File: src/rtl/multi_cycle_seq_if.sv
// Control/handshake bundle between the multi-cycle sequencer and the
// datapath plus shared instruction/data memory.
interface multi_cycle_seq_if #(
  parameter int CNT_W = 16
);
  // Inputs to the sequencer
  logic             run;
  logic [6:0]       opCode;
  logic             mem_ack;
  // Outputs from the sequencer
  logic             mem_req;
  logic             ir_ld;
  logic             pc_en;
  logic             wr_en;
  logic             m_wr_en;
  logic [2:0]       alu_op;
  logic             halted;
  logic             timeout_err;
  logic [CNT_W-1:0] instr_cnt;

  // Sequencer side: issues memory requests and datapath strobes
  modport master (
    input  run, opCode, mem_ack,
    output mem_req, ir_ld, pc_en, wr_en, m_wr_en, alu_op,
           halted, timeout_err, instr_cnt
  );

  // Datapath/memory side
  modport slave (
    output run, opCode, mem_ack,
    input  mem_req, ir_ld, pc_en, wr_en, m_wr_en, alu_op,
           halted, timeout_err, instr_cnt
  );
endinterface

File: src/rtl/multi_cycle_seq.sv
// Multi-cycle sequencer for the ten-instruction CPU. Each instruction walks
// FETCH -> DECODE -> EXEC -> (MEM) -> (WB); strobes are decoded from the
// current state, the latched opcode and mem_ack. A memory request that waits
// TIMEOUT cycles without ack halts the machine with a sticky error flag.
module multi_cycle_seq #(
  parameter int CNT_W   = 16,
  parameter int TIMEOUT = 15
) (
  input  logic              clk,
  input  logic              rst_n,
  multi_cycle_seq_if.master bus
);

  localparam logic [6:0] OP_ADD   = 7'b0000001;
  localparam logic [6:0] OP_STORE = 7'b0000010;
  localparam logic [6:0] OP_LOAD  = 7'b0000011;
  localparam logic [6:0] OP_HALT  = 7'b1111111;

  // Last wait count still allowed before the request is declared dead
  localparam logic [7:0] WAIT_LAST = 8'(TIMEOUT - 1);

  typedef enum logic [2:0] {
    S_IDLE,
    S_FETCH,
    S_DECODE,
    S_EXEC,
    S_MEM,
    S_WB,
    S_HALT
  } state_t;

  state_t           state_q, state_d;
  logic [6:0]       op_q, op_d;
  logic [7:0]       wait_cnt_q, wait_cnt_d;
  logic [CNT_W-1:0] instr_cnt_q, instr_cnt_d;
  logic             timeout_err_q, timeout_err_d;

  logic       is_add;
  logic       is_store;
  logic       is_load;
  logic       retire;
  logic [2:0] alu_sel;

  // Class of the latched instruction and the ALU function it selects
  always_comb begin
    is_add   = (op_q == OP_ADD);
    is_store = (op_q == OP_STORE);
    is_load  = (op_q == OP_LOAD);
    if (is_add)
      alu_sel = 3'b001;
    else if (is_store || is_load)
      alu_sel = 3'b010;
    else
      alu_sel = 3'b000;
  end

  // Next-state, wait counter, retire and timeout decisions
  always_comb begin
    state_d       = state_q;
    op_d          = op_q;
    wait_cnt_d    = wait_cnt_q;
    instr_cnt_d   = instr_cnt_q;
    timeout_err_d = timeout_err_q;
    retire        = 1'b0;

    case (state_q)
      S_IDLE: begin
        if (bus.run) begin
          state_d    = S_FETCH;
          wait_cnt_d = '0;
        end
      end
      S_FETCH, S_MEM: begin
        // An ack in the final allowed cycle still completes the transfer
        if (bus.mem_ack) begin
          wait_cnt_d = '0;
          if (state_q == S_FETCH)
            state_d = S_DECODE;
          else if (is_store)
            retire = 1'b1;
          else
            state_d = S_WB;
        end else if (wait_cnt_q == WAIT_LAST) begin
          state_d       = S_HALT;
          timeout_err_d = 1'b1;
        end else begin
          wait_cnt_d = wait_cnt_q + 8'd1;
        end
      end
      S_DECODE: begin
        op_d    = bus.opCode;
        state_d = (bus.opCode == OP_HALT) ? S_HALT : S_EXEC;
      end
      S_EXEC: begin
        if (is_add) begin
          state_d = S_WB;
        end else if (is_store || is_load) begin
          state_d    = S_MEM;
          wait_cnt_d = '0;
        end else begin
          retire = 1'b1;
        end
      end
      S_WB: begin
        retire = 1'b1;
      end
      S_HALT: begin
        state_d = S_HALT;
      end
      default: begin
        state_d = S_IDLE;
      end
    endcase

    // Instruction boundary: count it, then continue or park depending on run
    if (retire) begin
      instr_cnt_d = instr_cnt_q + CNT_W'(1);
      wait_cnt_d  = '0;
      state_d     = bus.run ? S_FETCH : S_IDLE;
    end
  end

  // Sequencer state registers
  always_ff @(posedge clk or negedge rst_n) begin
    if (!rst_n) begin
      state_q       <= S_IDLE;
      op_q          <= '0;
      wait_cnt_q    <= '0;
      instr_cnt_q   <= '0;
      timeout_err_q <= 1'b0;
    end else begin
      state_q       <= state_d;
      op_q          <= op_d;
      wait_cnt_q    <= wait_cnt_d;
      instr_cnt_q   <= instr_cnt_d;
      timeout_err_q <= timeout_err_d;
    end
  end

  // Datapath strobes decoded from state, latched opcode and mem_ack
  always_comb begin
    bus.mem_req = (state_q == S_FETCH) || (state_q == S_MEM);
    bus.ir_ld   = (state_q == S_FETCH) && bus.mem_ack;
    bus.pc_en   = (state_q == S_FETCH) && bus.mem_ack;
    bus.wr_en   = (state_q == S_WB);
    bus.m_wr_en = (state_q == S_MEM) && is_store;
    bus.halted  = (state_q == S_HALT);
    if ((state_q == S_EXEC) || (state_q == S_MEM) || (state_q == S_WB))
      bus.alu_op = alu_sel;
    else
      bus.alu_op = 3'b000;
  end

  assign bus.timeout_err = timeout_err_q;
  assign bus.instr_cnt   = instr_cnt_q;

endmodule

File: src/flat_wrapper.sv
// flat-port wrapper written by rule: the top's interface ports become plain ports
module multi_cycle_seq_flat 
#(
  parameter int CNT_W   = 16,
  parameter int TIMEOUT = 15
)
  (clk, rst_n, bus_run, bus_opCode, bus_mem_ack, bus_mem_req, bus_ir_ld, bus_pc_en, bus_wr_en, bus_m_wr_en, bus_alu_op, bus_halted, bus_timeout_err, bus_instr_cnt);
  multi_cycle_seq_if #(.CNT_W(CNT_W)) bus_i ();
  input  logic clk;
  input  logic rst_n;
  input wire logic [$bits(bus_i.run)-1:0] bus_run;
  input wire logic [$bits(bus_i.opCode)-1:0] bus_opCode;
  input wire logic [$bits(bus_i.mem_ack)-1:0] bus_mem_ack;
  output wire logic [$bits(bus_i.mem_req)-1:0] bus_mem_req;
  output wire logic [$bits(bus_i.ir_ld)-1:0] bus_ir_ld;
  output wire logic [$bits(bus_i.pc_en)-1:0] bus_pc_en;
  output wire logic [$bits(bus_i.wr_en)-1:0] bus_wr_en;
  output wire logic [$bits(bus_i.m_wr_en)-1:0] bus_m_wr_en;
  output wire logic [$bits(bus_i.alu_op)-1:0] bus_alu_op;
  output wire logic [$bits(bus_i.halted)-1:0] bus_halted;
  output wire logic [$bits(bus_i.timeout_err)-1:0] bus_timeout_err;
  output wire logic [$bits(bus_i.instr_cnt)-1:0] bus_instr_cnt;
  assign bus_i.run = bus_run;
  assign bus_i.opCode = bus_opCode;
  assign bus_i.mem_ack = bus_mem_ack;
  assign bus_mem_req = bus_i.mem_req;
  assign bus_ir_ld = bus_i.ir_ld;
  assign bus_pc_en = bus_i.pc_en;
  assign bus_wr_en = bus_i.wr_en;
  assign bus_m_wr_en = bus_i.m_wr_en;
  assign bus_alu_op = bus_i.alu_op;
  assign bus_halted = bus_i.halted;
  assign bus_timeout_err = bus_i.timeout_err;
  assign bus_instr_cnt = bus_i.instr_cnt;
  multi_cycle_seq #(.CNT_W(CNT_W), .TIMEOUT(TIMEOUT)) u_core (.clk(clk), .rst_n(rst_n), .bus(bus_i));
endmodule
File: config.mk
export PLATFORM = sky130hd
export DESIGN_NAME = multi_cycle_seq_flat
export DESIGN_NICKNAME = d
export VERILOG_FILES = /design/src/rtl/multi_cycle_seq_if.sv /design/src/rtl/multi_cycle_seq.sv /design/src/flat_wrapper.sv
export SDC_FILE = /design/constraint.sdc
export NUM_CORES = 1
export LEC_CHECK = 0
export ABC_CLOCK_PERIOD_IN_PS = 4100
export CELL_PAD_IN_SITES_DETAIL_PLACEMENT = 1
export CELL_PAD_IN_SITES_GLOBAL_PLACEMENT = 2
export CORE_MARGIN = 2
export CORE_UTILIZATION = 35
export DETAILED_ROUTE_END_ITERATION = 8
export PLACE_DENSITY_LB_ADDON = 0.1
export SETUP_SLACK_MARGIN = 0.05
export SYNTH_ARGS = -nofsm -noshare
export SYNTH_HDL_FRONTEND = slang
export SYNTH_SLANG_ARGS = --single-unit
File: constraint.sdc
create_clock -name clk -period 4.1 [get_ports clk]
set_input_delay 0.615 -clock clk [delete_from_list [all_inputs] [get_ports clk]]
set_output_delay 0.615 -clock clk [all_outputs]
set_load 0.01 [all_outputs]
==> results of run 1 <==
path summary, 6_finish.rpt:
kind / endpoint / depth (start not counted) / slack, ps
max: bus_alu_op[0] / 5 / 1010
min reg2reg: u_core.bus.instr_cnt[15]$_DFFE_PN0N_ / 1 / 470
min: u_core.bus.instr_cnt[15]$_DFFE_PN0N_ / 1 / 470
min in group asynchronous: u_core.state_q[1]$_DFFE_PN0P_ / 2 / 740
max reg2reg: u_core.bus.instr_cnt[8]$_DFFE_PN0N_ / 5 / 2120
max in group asynchronous: u_core.bus.instr_cnt[8]$_DFFE_PN0N_ / 2 / 3040
layout make-up:
type,instances,share of cell area
flip-flops and latches,35,0.364
clock buffers,5,0.0286
repair buffers,37,0.152
clock inverters,3,0.00832
well taps,70,0.0364
multi-input cells,137,0.403
inverters,5,0.00780
cell families after synthesis:
logic type | Yosys count | share of synthesized area
simple gates | 81 | 0.264
buf+inv | 14 | 0.0385
compound gates | 29 | 0.106
xor+xnor | 16 | 0.0731
other cells | 1 | 0.00196
mux | 7 | 0.0411
fa+ha+maj | 3 | 0.0196
flops | 35 | 0.457
power by group through the flow:
stage | Combinational, mW | Sequential (mW) | Clock (mW)
finish | 0.0228 | 0.347 | 0.257
detailed placement | 0.0236 | 0.353 | 0
global route | 0.0256 | 0.347 | 0.285
global placement | 0.0230 | 0.353 | 0
floorplan | 0.00313 | 0.354 | 0
CTS | 0.0237 | 0.347 | 0.266
critical path, delay by kind of cell (launching register included):
family	cells	cell delay [ps]
buffers and inverters	2	810
DFF	1	630
and+or+nand+nor	3	740
cells in the final DEF, fill, tap and decap left out, types with 2 or more instances in the layout:
cell / Yosys / final
sky130_fd_sc_hd__clkdlybuf4s50_1: 0 / 35
sky130_fd_sc_hd__dfrtp_1: 35 / 35
sky130_fd_sc_hd__nand2_1: 17 / 17
sky130_fd_sc_hd__xnor2_1: 9 / 9
sky130_fd_sc_hd__nor2_1: 9 / 9
sky130_fd_sc_hd__nor3_2: 8 / 8
sky130_fd_sc_hd__nand4_1: 8 / 8
sky130_fd_sc_hd__a31oi_1: 8 / 8
sky130_fd_sc_hd__and3_1: 7 / 7
sky130_fd_sc_hd__nand3_1: 7 / 7
sky130_fd_sc_hd__xor2_1: 7 / 7
sky130_fd_sc_hd__mux2_2: 7 / 7
sky130_fd_sc_hd__inv_1: 5 / 5
sky130_fd_sc_hd__a21oi_1: 5 / 5
sky130_fd_sc_hd__clkbuf_8: 0 / 5
sky130_fd_sc_hd__nor3_1: 3 / 3
sky130_fd_sc_hd__nor4b_1: 3 / 3
sky130_fd_sc_hd__o22ai_1: 3 / 3
sky130_fd_sc_hd__ha_1: 3 / 3
sky130_fd_sc_hd__nor2b_1: 2 / 2
sky130_fd_sc_hd__and2_1: 2 / 2
sky130_fd_sc_hd__or3_1: 2 / 2
sky130_fd_sc_hd__and4_1: 2 / 2
sky130_fd_sc_hd__o21a_1: 2 / 2
sky130_fd_sc_hd__or2_2: 2 / 2
sky130_fd_sc_hd__a41oi_1: 2 / 2
sky130_fd_sc_hd__o21ai_0: 2 / 2
sky130_fd_sc_hd__clkinvlp_4: 0 / 2
sky130_fd_sc_hd__buf_4: 5 / 2
cell usage after synthesis (2+ instances only):
cell type	count	area, um^2
sky130_fd_sc_hd__ha_1	3	37.5
sky130_fd_sc_hd__or3_1	2	12.5
sky130_fd_sc_hd__nor4b_1	3	26.3
sky130_fd_sc_hd__and3_1	7	43.8
sky130_fd_sc_hd__inv_1	5	18.8
sky130_fd_sc_hd__nand3_1	7	35.0
sky130_fd_sc_hd__xor2_1	7	61.3
sky130_fd_sc_hd__o22ai_1	3	18.8
sky130_fd_sc_hd__a21oi_1	5	25.0
sky130_fd_sc_hd__nor2_1	9	33.8
sky130_fd_sc_hd__and4_1	2	17.5
sky130_fd_sc_hd__xnor2_1	9	78.8
sky130_fd_sc_hd__buf_4	5	37.5
sky130_fd_sc_hd__a41oi_1	2	17.5
sky130_fd_sc_hd__nor3_2	8	80.1
sky130_fd_sc_hd__buf_2	2	10.0
sky130_fd_sc_hd__o21a_1	2	15.0
sky130_fd_sc_hd__clkbuf_1	2	7.51
sky130_fd_sc_hd__nor3_1	3	15.0
sky130_fd_sc_hd__nand4_1	8	50.1
sky130_fd_sc_hd__o21ai_0	2	10.0
sky130_fd_sc_hd__or2_2	2	12.5
sky130_fd_sc_hd__nand2_1	17	63.8
sky130_fd_sc_hd__dfrtp_1	35	876
sky130_fd_sc_hd__and2_1	2	12.5
sky130_fd_sc_hd__nor2b_1	2	12.5
sky130_fd_sc_hd__a31oi_1	8	50.1
sky130_fd_sc_hd__mux2_2	7	78.8
through the flow:
| stage | utilization | instance area [um^2] | setup slack (ps) | instances |
|---|---|---|---|---|
| floorplan | - | 1920 | 2090 | 186 |
| global placement | 0.445 | 2320 | 1480 | 284 |
| detailed placement | 0.445 | 2320 | 1310 | 284 |
| CTS | 0.462 | 2400 | 946 | 292 |
| global route | 0.462 | 2400 | 746 | 292 |
| finish | 0.462 | 2400 | 1010 | 292 |
registers in the layout, indices dropped and copies added, names as in the netlist:
| name | count |
|---|---|
| u_core.bus.timeout_err | 1 |
| u_core.bus.instr_cnt | 16 |
| u_core.op_q | 7 |
| u_core.wait_cnt_q | 8 |
| u_core.state_q | 3 |
metal layers:
layer  part of all wire  wire, um  vias to the layer above  global-route usage
met1               0.46      2140                      771               0.217
met2               0.50      2310                       26               0.266
met5                  0         0                        -                   0
met4             0.0087        40                        0              0.0579
met3              0.029       134                        4              0.0379
li1                   -         -                      740                   -
==> results.rst, run 1 <==
.. list-table::
   :header-rows: 1

   * - Metric
     - Value
   * - Result of the run
     - finished, final reports clean
   * - Clock tree skew after final layout
     - 4.20 ps
   * - Clock root cell
     - sky130_fd_sc_hd__clkbuf_8
   * - Power Internal
     - 475 uW
   * - Initial antenna violation count
     - 0
   * - Number of failing hold endpoints at the final stage
     - 0
   * - Maximum level of the CTS H-tree
     - 2
   * - Die Footprint
     - 0.00609 mm^2
   * - Number of nets in the layout
     - 235
   * - Switching part of the total power
     - 0.241
   * - Crit path time final
     - 3090 ps
   * - R2R Path Start
     - u_core.state_q[2]$_DFFE_PN0P_
   * - Clock latency at the later pin of the worst-skew pair
     - 290 ps
   * - Required @ worst endpoint
     - 3480 ps
   * - Largest fanout on the critical path
     - 13
   * - Switching power total
     - 151 uW
   * - Total number of vias
     - 1541
   * - Number of search-and-repair iterations in the first detailed-routing pass
     - 4
   * - I/O pin cnt
     - 37
   * - HPWL after detailed placement
     - 3.41 mm
   * - HP Class
     - flip-flop to flip-flop
   * - Critical Path, Cell by Cell
     - inv_1 -> nor3_1 -> nor2_1 -> nor4b_1 -> clkdlybuf4s50_1
   * - Number of design rule violations left after detail routing
     - 0
   * - Num CTS Buffers
     - 5
   * - Routed WL per cell
     - 15.8 um
   * - Vert. Die Dim
     - 78.0 um
   * - Ratio of total power to cell area
     - 260 mW/mm^2
   * - Worst endpoint data arrival time
     - 2480 ps
   * - Effective utilization at floorplan
     - 0.369
   * - Vias in the first global route
     - 1543
   * - Synthesized area per cell
     - 10.3 um^2
   * - CP peak stage delay
     - 630 ps
   * - Maximum vdd ir drop
     - 127 uV
   * - Post-synthesis sequential area ratio
     - 0.457
   * - CP max stage cell
     - sky130_fd_sc_hd__dfrtp_1
   * - Leakage power of the design
     - 1.00 nW
   * - Main flop type after synthesis
     - sky130_fd_sc_hd__dfrtp_1
   * - Number of pins exceeding their max-slew limit in the final report
     - 0
   * - Fraction of layout instances using a drive strength above 1
     - 0.162
   * - Number of distinct library cell variants in the gate-level netlist after synthesis
     - 45
   * - Total Wirelength
     - 4.62 mm
   * - Number of buffers inserted for hold repair after clock tree synthesis
     - 0
   * - Number of antenna cells inserted
     - 0
   * - Maximum number of buffers from clock root to sink
     - 2
   * - Unrepaired setup endpoints after global routing
     - false
   * - Seq. cell area
     - 876 um^2
   * - Total Routing Usage GR
     - 0.164
   * - Vias per std cell
     - 5.28
   * - Violation count after the first detailed-route iteration
     - 38
   * - Clock share of power
     - 0.410
   * - Total of flip-flops plus latches after synthesis
     - 35
   * - Setup crit start
     - u_core.state_q[1]$_DFFE_PN0P_
   * - Clock net sink count
     - 35
   * - Overall die width
     - 78.0 um
   * - Worst hold slack
     - 474 ps
   * - Number of cells produced by synthesis
     - 186
   * - Post-synth design cell area
     - 0.00192 mm^2
   * - Fin Setup TNS
     - 0 ps
   * - Worst-path clk slew
     - 80 ps
   * - Number of enable flip-flop cells after synthesis
     - 0
   * - Total power consumption of the routed design
     - 626 uW
   * - Area growth from synthesis to layout
     - 25.4%
   * - Startpoint class of the critical path
     - flip-flop
   * - Pin slew with the least headroom to its limit
     - 543 ps
   * - Core Rows
     - 26
   * - Final period util
     - 0.754
   * - Final global-route overflow total
     - 0
   * - Number of maximum-capacitance violations
     - 0
   * - Origin of the worst min-delay path
     - u_core.bus.instr_cnt[15]$_DFFE_PN0N_
   * - Clock tree from TritonCTS
     - yes
   * - Post-CTS repair timing setup buffer count
     - 0
   * - CTS resizes
     - 0
   * - Max-slew headroom
     - 0.636
   * - Port Buffers
     - 35
   * - Placeable core region
     - 0.00520 mm^2
   * - Wire length of the first global-routing pass
     - 7.82 mm
   * - Fraction of synthesis flops using an asynchronous set or reset pin
     - 1.00
   * - Net count of the mapped netlist
     - 200
   * - Yosys warnings
     - 0
   * - Combined area of the multi-input logic cells
     - 968 um^2
   * - Share of power burned in combinational logic
     - 0.036
   * - Maximum number of pins on one net before global-route repair
     - 36
   * - Fmax
     - 324 MHz
   * - Filler cell count
     - 593
   * - Worst setup path category
     - flip-flop to output port
   * - Endpoint type of the worst setup path
     - output port
   * - Part of the total power dissipated in sequential elements
     - 0.553
   * - Post-route antenna net violation count
     - 0
   * - Final count of negative-setup-slack endpoints
     - 0
   * - Final weighted congestion of routability-driven global placement
     - 0.777
Power figures use the tool's default switching activity.
==> inputs of run 2 (changes only) <==
--- a/config.mk
+++ b/config.mk
@@ -5,11 +5,11 @@
 export SDC_FILE = /design/constraint.sdc
 export NUM_CORES = 1
 export LEC_CHECK = 0
-export ABC_CLOCK_PERIOD_IN_PS = 4100
+export ABC_CLOCK_PERIOD_IN_PS = 2800
 export CELL_PAD_IN_SITES_DETAIL_PLACEMENT = 1
 export CELL_PAD_IN_SITES_GLOBAL_PLACEMENT = 2
 export CORE_MARGIN = 2
-export CORE_UTILIZATION = 35
+export CORE_UTILIZATION = 29
 export DETAILED_ROUTE_END_ITERATION = 8
 export PLACE_DENSITY_LB_ADDON = 0.1
 export SETUP_SLACK_MARGIN = 0.05
==> constraint.sdc (replaced) <==
create_clock -name clk -period 2.8 [get_ports clk]
set_input_delay 0.42 -clock clk [delete_from_list [all_inputs] [get_ports clk]]
set_output_delay 0.42 -clock clk [all_outputs]
set_load 0.01 [all_outputs]
==> results.rst, run 2 (synthesis results as in run 1) <==
.. list-table::
   :header-rows: 1

   * - Metric
     - Value
   * - Routed WL per cell
     - 15.9 um (was 15.8 um)
   * - Leakage power of the design
     - 1.03 nW (was 1.00 nW)
   * - Most common library cell in the layout ignoring fill and taps
     - sky130_fd_sc_hd__clkdlybuf4s50_1
   * - Number of antenna cells inserted
     - 0 (unchanged)
   * - Number of nets in the layout
     - 237 (was 235)
   * - Final period util
     - 0.893
   * - Ratio of total power to cell area
     - 407 mW/mm^2 (was 260 mW/mm^2)
   * - Core Rows
     - 29 (was 26)
   * - Total Routing Usage GR
     - 0.140 (was 0.164)
   * - Fraction of layout instances using a drive strength above 1
     - 0.174 (was 0.162)
   * - Crit path time final
     - 2500 ps
   * - Share of power burned in combinational logic
     - 0.034 (was 0.036)
   * - Effective utilization at floorplan
     - 0.300 (was 0.369)
   * - Number of buffers inserted for hold repair after clock tree synthesis
     - 0 (unchanged)
   * - Vias in the first global route
     - 1640 (was 1543)
   * - Pin slew with the least headroom to its limit
     - 589 ps (was 543 ps)
   * - Area growth from synthesis to layout
     - 27.9% (was 25.4%)
   * - Maximum level of the CTS H-tree
     - 2 (unchanged)
   * - Switching power total
     - 210 uW (was 151 uW)
   * - Clock share of power
     - 0.457 (was 0.410)
   * - Hold EP
     - u_core.bus.instr_cnt[15]$_DFFE_PN0N_ (unchanged)
   * - Top library cells by usage in the layout, fill and taps aside
     - sky130_fd_sc_hd__clkdlybuf4s50_1 (35), sky130_fd_sc_hd__dfrtp_1 (34), sky130_fd_sc_hd__nand2_1 (17) (was sky130_fd_sc_hd__clkdlybuf4s50_1 (35), sky130_fd_sc_hd__dfrtp_1 (35), sky130_fd_sc_hd__nand2_1 (17))
   * - Number of maximum-capacitance violations
     - 0 (unchanged)
   * - Capture instance of the worst register-to-register path
     - u_core.bus.instr_cnt[8]$_DFFE_PN0N_ (unchanged)
   * - Total Wirelength
     - 4.80 mm (was 4.62 mm)
   * - R2R Path Start
     - u_core.state_q[1]$_DFFE_PN0P_ (was u_core.state_q[2]$_DFFE_PN0P_)
   * - Worst hold slack
     - 483 ps (was 474 ps)
   * - Part of the total power dissipated in sequential elements
     - 0.509 (was 0.553)
   * - Placed cell area
     - 0.00234 mm^2 (was 0.00232 mm^2)
   * - Instance count along the most critical hold path
     - 1 (unchanged)
   * - Initial antenna violation count
     - 0 (unchanged)
   * - Num CTS Buffers
     - 5 (unchanged)
   * - Final global-route overflow total
     - 0 (unchanged)
   * - Clock latency at the later pin of the worst-skew pair
     - 290 ps (about the same)
   * - Post-route antenna net violation count
     - 0 (unchanged)
   * - Placeable core region
     - 0.00639 mm^2 (was 0.00520 mm^2)
   * - Fin area
     - 0.00245 mm^2 (was 0.00240 mm^2)
   * - Worst-path clk slew
     - 80 ps (about the same)
   * - Maximum vdd ir drop
     - 164 uV (was 127 uV)
   * - Maximum number of buffers from clock root to sink
     - 2 (unchanged)
   * - Total power consumption of the routed design
     - 998 uW (was 626 uW)
   * - Origin of the worst min-delay path
     - u_core.bus.instr_cnt[15]$_DFFE_PN0N_ (unchanged)
   * - Largest fanout on the critical path
     - 16 (was 13)
   * - Violation count after the first detailed-route iteration
     - 88 (was 38)
   * - Number of failing hold endpoints at the final stage
     - 0 (unchanged)
   * - Unrepaired setup endpoints after global routing
     - false (unchanged)
   * - Vert. Die Dim
     - 85.3 um (was 78.0 um)
   * - Clock net sink count
     - 35 (unchanged)
   * - Worst r2r path cells
     - 6 (was 5)
   * - Fin Setup TNS
     - 0 ps (unchanged)
   * - Required @ worst endpoint
     - 2380 ps (was 3480 ps)
   * - Clock tree skew after final layout
     - 8.34 ps (was 4.20 ps)
   * - Total number of vias
     - 1542 (was 1541)
   * - Number of design rule violations left after detail routing
     - 0 (unchanged)
   * - Power Internal
     - 788 uW (was 475 uW)
   * - Worst setup path category
     - flip-flop to output port (unchanged)
   * - I/O pin cnt
     - 37 (unchanged)
   * - Final count of negative-setup-slack endpoints
     - 0 (unchanged)
   * - Startpoint class of the critical path
     - flip-flop (unchanged)
   * - Fmax
     - 400 MHz
   * - Vias per std cell
     - 5.12 (was 5.28)
   * - Result of the run
     - finished, final reports clean (unchanged)
   * - Wire length of the first global-routing pass
     - 8.02 mm (was 7.82 mm)
   * - Worst endpoint data arrival time
     - 2080 ps (was 2480 ps)
   * - HPWL after detailed placement
     - 3.55 mm (was 3.41 mm)
   * - Endpoint type of the worst setup path
     - output port (unchanged)
   * - Clock tree from TritonCTS
     - yes (unchanged)
   * - Number of pins exceeding their max-slew limit in the final report
     - 0 (unchanged)
   * - Port Buffers
     - 35 (unchanged)
   * - Final core utilization
     - 0.384 (was 0.462)
   * - Max-slew headroom
     - 0.605 (was 0.636)
   * - Post-CTS repair timing setup buffer count
     - 0 (unchanged)
   * - Worst reg-to-reg setup slack
     - 840 ps (was 2120 ps)
   * - Number of flip-flops under the largest register name
     - 16 (unchanged)
   * - Die Footprint
     - 0.00728 mm^2 (was 0.00609 mm^2)
   * - Overall die width
     - 85.3 um (was 78.0 um)
   * - Clock root cell
     - sky130_fd_sc_hd__clkbuf_8 (unchanged)
   * - Switching part of the total power
     - 0.211 (was 0.241)
   * - Maximum number of pins on one net before global-route repair
     - 36 (unchanged)
   * - HP Class
     - flip-flop to flip-flop (unchanged)
   * - Final weighted congestion of routability-driven global placement
     - 0.741 (was 0.777)
   * - Number of search-and-repair iterations in the first detailed-routing pass
     - 4 (unchanged)
run 2: cell count changes in the layout (fill, tap and decap cells not counted):
cell                         change
sky130_fd_sc_hd__clkinvlp_4      -2
sky130_fd_sc_hd__clkinv_4        +1
sky130_fd_sc_hd__bufinv_16       +1
sky130_fd_sc_hd__dfrtp_1         -1
sky130_fd_sc_hd__buf_4           +2
sky130_fd_sc_hd__dfrtp_2         +1
run 2: routing by layer:
| layer | track usage | part of all wire | vias to the layer above |
|---|---|---|---|
| li1 | - | - | 744 |
| met1 | 0.180 | 0.46 | 776 |
| met2 | 0.232 | 0.51 | 20 |
| met3 | 0.0350 | 0.027 | 2 |
| met4 | 0.0462 | 0.0083 | 0 |
| met5 | 0 | 0 | - |
run 2: worst max path at each step:
stage,start,to,slack [ps],cells after the start
6_report,u_core.state_q[2]$_DFFE_PN0P_,bus_alu_op[0],300,4
5_1_grt,u_core.state_q[2]$_DFFE_PN0P_,bus_alu_op[0],110,4
4_1_cts,u_core.state_q[2]$_DFFE_PN0P_,bus_alu_op[0],150,4
3_5_place_dp,bus_mem_ack,u_core.bus.instr_cnt[6]$_DFFE_PN0N_,450,6
3_3_place_gp,bus_mem_ack,u_core.bus.instr_cnt[8]$_DFFE_PN0N_,480,6
2_1_floorplan,u_core.state_q[1]$_DFFE_PN0P_,bus_alu_op[0],990,5
run 2: metrics by stage:
| step | std cells | setup slack [ps] |
|---|---|---|
| after floorplan | 186 | 989 |
| final | 301 | 300 |
| after global placement | 293 | 477 |
| after detailed placement | 293 | 450 |
| after global routing | 301 | 111 |
| after CTS | 301 | 150 |
run 2: power groups by stage:
| stage | logic, mW | registers, mW | clock network (mW) |
|---|---|---|---|
| 6_report | 0.0341 | 0.508 | 0.456 |
| 5_1_grt | 0.0382 | 0.508 | 0.505 |
| 4_1_cts | 0.0356 | 0.508 | 0.476 |
| 3_5_place_dp | 0.0356 | 0.518 | 0 |
| 3_3_place_gp | 0.0349 | 0.518 | 0 |
| 2_1_floorplan | 0.00458 | 0.518 | 0 |
run 2: repair_timing:
item | 4_1_cts | 5_1_grt
resized for setup | 0 | 1
endpoints found under the setup margin | 0 | 1
endpoints found under the hold margin | 0 | 0
run 2: worst max-delay path, stage by stage, from the launching register on:
cell and delay (ps):
sky130_fd_sc_hd__dfrtp_2 520, sky130_fd_sc_hd__nor3_1 300, sky130_fd_sc_hd__nor2_1 100, sky130_fd_sc_hd__nor4b_1 290, sky130_fd_sc_hd__clkdlybuf4s50_1 590
run 2: layout make-up:
cell class,instances,area [um^2]
tap,77,96.3
multi-input combinational,137,968
sequential,35,877
clock inverter,3,43.8
fill,717,3930
clock buffer,5,68.8
timing repair buffer,39,380
inverter,5,18.8
==> inputs of run 3 (changes only) <==
--- a/config.mk
+++ b/config.mk
@@ -12,6 +12,7 @@
 export CORE_UTILIZATION = 29
 export DETAILED_ROUTE_END_ITERATION = 8
 export PLACE_DENSITY_LB_ADDON = 0.1
+export REMOVE_ABC_BUFFERS = 1
 export SETUP_SLACK_MARGIN = 0.05
 export SYNTH_ARGS = -nofsm -noshare
 export SYNTH_HDL_FRONTEND = slang
==> results.rst, run 3 (synthesis results as in run 1) <==
.. list-table::
   :header-rows: 1

   * - Metric
     - Value
   * - Result of the run
     - finished, final reports clean (unchanged)
   * - Ratio of total power to cell area
     - 384 mW/mm^2 (was 407 mW/mm^2)
   * - Required @ worst endpoint
     - 2380 ps (about the same)
   * - Number of failing hold endpoints at the final stage
     - 0 (unchanged)
   * - HPWL after detailed placement
     - 3.51 mm (was 3.55 mm)
   * - R2R Path Start
     - u_core.state_q[1]$_DFFE_PN0P_ (unchanged)
   * - Effective utilization at floorplan
     - 0.300 (unchanged)
   * - Number of buffers inserted for hold repair after clock tree synthesis
     - 0 (unchanged)
   * - Maximum vdd ir drop
     - 169 uV (was 164 uV)
   * - Vias per std cell
     - 5.30 (was 5.12)
   * - Worst setup path category
     - flip-flop to output port (unchanged)
   * - Leakage power of the design
     - 1.01 nW (was 1.03 nW)
   * - Final worst-path setup slack
     - 269 ps (was 300 ps)
   * - Clock net sink count
     - 35 (unchanged)
   * - Clock tree skew after final layout
     - 4.39 ps (was 8.34 ps)
   * - Origin of the worst min-delay path
     - u_core.bus.instr_cnt[15]$_DFFE_PN0N_ (unchanged)
   * - Fraction of layout instances using a drive strength above 1
     - 0.176 (was 0.174)
   * - Total number of vias
     - 1584 (was 1542)
   * - Die Footprint
     - 0.00728 mm^2 (unchanged)
   * - Area growth from synthesis to layout
     - 26.5% (was 27.9%)
   * - Number of design rule violations left after detail routing
     - 0 (unchanged)
   * - Number of flip-flops under the largest register name
     - 16 (unchanged)
   * - Worst setup slack after placement
     - 381 ps (was 450 ps)
   * - Final count of negative-setup-slack endpoints
     - 0 (unchanged)
   * - Final global-route overflow total
     - 0 (unchanged)
   * - Instance count along the most critical hold path
     - 1 (unchanged)
   * - Vias in the first global route
     - 1641 (was 1640)
   * - Unrepaired setup endpoints after global routing
     - false (unchanged)
   * - Placeable core region
     - 0.00639 mm^2 (unchanged)
   * - CP max stage cell
     - sky130_fd_sc_hd__clkdlybuf4s50_1 (unchanged)
   * - Post-route antenna net violation count
     - 0 (unchanged)
   * - Largest fanout on the critical path
     - 13 (was 16)
   * - Maximum number of buffers from clock root to sink
     - 2 (unchanged)
   * - Wire length of the first global-routing pass
     - 8.21 mm (was 8.02 mm)
   * - Maximum number of pins on one net before global-route repair
     - 36 (unchanged)
   * - Number of antenna cells inserted
     - 0 (unchanged)
   * - Violation count after the first detailed-route iteration
     - 49 (was 88)
   * - I/O pin cnt
     - 37 (unchanged)
   * - Initial antenna violation count
     - 0 (unchanged)
   * - Number of nets in the layout
     - 236 (was 237)
   * - Port Buffers
     - 35 (unchanged)
   * - Total Routing Usage GR
     - 0.144 (was 0.140)
   * - Final weighted congestion of routability-driven global placement
     - 0.757 (was 0.741)
   * - Number of search-and-repair iterations in the first detailed-routing pass
     - 4 (unchanged)
   * - Endpoint type of the worst setup path
     - output port (unchanged)
   * - Critical Path, Cell by Cell
     - buf_4 -> inv_1 -> nor3_2 -> nor2_1 -> nor4b_1 -> clkdlybuf4s50_1 (was nor3_1 -> nor2_1 -> nor4b_1 -> clkdlybuf4s50_1)
   * - Maximum level of the CTS H-tree
     - 2 (unchanged)
   * - Core Rows
     - 29 (unchanged)
   * - Clock root cell
     - sky130_fd_sc_hd__clkbuf_8 (unchanged)
   * - Total Wirelength
     - 4.88 mm (was 4.80 mm)
   * - Hold EP
     - u_core.bus.instr_cnt[15]$_DFFE_PN0N_ (unchanged)
   * - Final period util
     - 0.904 (was 0.893)
   * - Routed WL per cell
     - 16.3 um (was 15.9 um)
   * - Cell count after placement
     - 292 (was 293)
   * - Vert. Die Dim
     - 85.3 um (unchanged)
   * - Clock tree from TritonCTS
     - yes (unchanged)
   * - Total power consumption of the routed design
     - 932 uW (was 998 uW)
   * - Top library cells by usage in the layout, fill and taps aside
     - sky130_fd_sc_hd__clkdlybuf4s50_1 (35), sky130_fd_sc_hd__dfrtp_1 (33), sky130_fd_sc_hd__nand2_1 (17) (was sky130_fd_sc_hd__clkdlybuf4s50_1 (35), sky130_fd_sc_hd__dfrtp_1 (34), sky130_fd_sc_hd__nand2_1 (17))
   * - Crit path time final
     - 2530 ps (was 2500 ps)
   * - Worst endpoint data arrival time
     - 2110 ps (was 2080 ps)
   * - CP peak stage delay
     - 590 ps (about the same)
   * - Pin slew with the least headroom to its limit
     - 594 ps (was 589 ps)
   * - Startpoint class of the critical path
     - flip-flop (unchanged)
   * - Worst-path clk slew
     - 70 ps (was 80 ps)
   * - Most common library cell in the layout ignoring fill and taps
     - sky130_fd_sc_hd__clkdlybuf4s50_1 (unchanged)
   * - Capture instance of the worst register-to-register path
     - u_core.bus.instr_cnt[15]$_DFFE_PN0N_ (was u_core.bus.instr_cnt[8]$_DFFE_PN0N_)
   * - Num CTS Buffers
     - 5 (unchanged)
   * - Fmax
     - 395 MHz (was 400 MHz)
   * - HP Class
     - flip-flop to flip-flop (unchanged)
   * - Max-slew headroom
     - 0.602 (was 0.605)
   * - Number of pins exceeding their max-slew limit in the final report
     - 0 (unchanged)
   * - Worst r2r path cells
     - 7 (was 6)
   * - Worst reg-to-reg setup slack
     - 890 ps (was 840 ps)
   * - Filler cell count
     - 729 (was 717)
   * - Fin Setup TNS
     - 0 ps (unchanged)
   * - Post-CTS repair timing setup buffer count
     - 0 (unchanged)
   * - Clock latency at the later pin of the worst-skew pair
     - 290 ps (about the same)
   * - Number of maximum-capacitance violations
     - 0 (unchanged)
   * - Final Non-Filler Cells
     - 299 (was 301)
   * - Overall die width
     - 85.3 um (unchanged)
run 3: what timing repair did:
| action | 4_1_cts | 5_1_grt |
|---|---|---|
| pin swaps | 0 | 0 |
| gates resized for setup | 1 | 2 |
| endpoints found under the setup margin | 1 | 1 |
run 3: how the worst max path moves through the flow:
| stage | start | end | slack (ps) | cells past startpoint |
|---|---|---|---|---|
| after detailed placement | u_core.state_q[0]$_DFFE_PN0P_ | bus_alu_op[0] | 380 | 5 |
| after CTS | u_core.state_q[2]$_DFFE_PN0P_ | bus_alu_op[0] | 100 | 4 |
| final | u_core.state_q[1]$_DFFE_PN0P_ | bus_alu_op[0] | 270 | 6 |
| after floorplan | u_core.state_q[2]$_DFFE_PN0P_ | u_core.wait_cnt_q[2]$_DFFE_PN0P_ | 750 | 5 |
| after global routing | u_core.state_q[1]$_DFFE_PN0P_ | bus_alu_op[0] | 80 | 6 |
| after global placement | u_core.state_q[0]$_DFFE_PN0P_ | bus_alu_op[0] | 430 | 5 |
run 3: layer usage:
layer / up-vias / part of all wire / track usage
met5: - / 0 / 0
met4: 0 / 0.011 / 0.0505
met3: 4 / 0.039 / 0.0350
met2: 31 / 0.47 / 0.230
met1: 805 / 0.48 / 0.190
li1: 744 / - / -
run 3: per-stage QoR:
stage,area (um^2),hold slack [ps],utilization
2_1_floorplan,1860,124,-
3_3_place_gp,2330,452,0.365
3_5_place_dp,2330,465,0.365
4_1_cts,2420,478,0.379
5_1_grt,2430,486,0.380
6_report,2430,471,0.380
run 3: where the power goes:
group          total (mW)  switching [mW]  internal (mW)
Combinational      0.0346          0.0185         0.0161
Sequential          0.507        0.000930          0.506
Clock               0.390           0.196          0.193
Total               0.932           0.216          0.716
run 3: layout make-up:
cell class                 instances  area, um^2  share of cell area
multi-input combinational        137         973               0.401
timing repair buffer              38         373               0.154
sequential                        35         878               0.362
clock inverter                     1        5.00             0.00206
inverter                           5        18.8             0.00773
clock buffer                       6        82.6              0.0340
tap                               77        96.3              0.0397
run 3: critical path, delay by kind of cell (launching register included):
kind | cells | cell delay, ps
AND/OR/NAND/NOR | 3 | 580
flip-flops | 1 | 320
buffers and inverters | 3 | 910
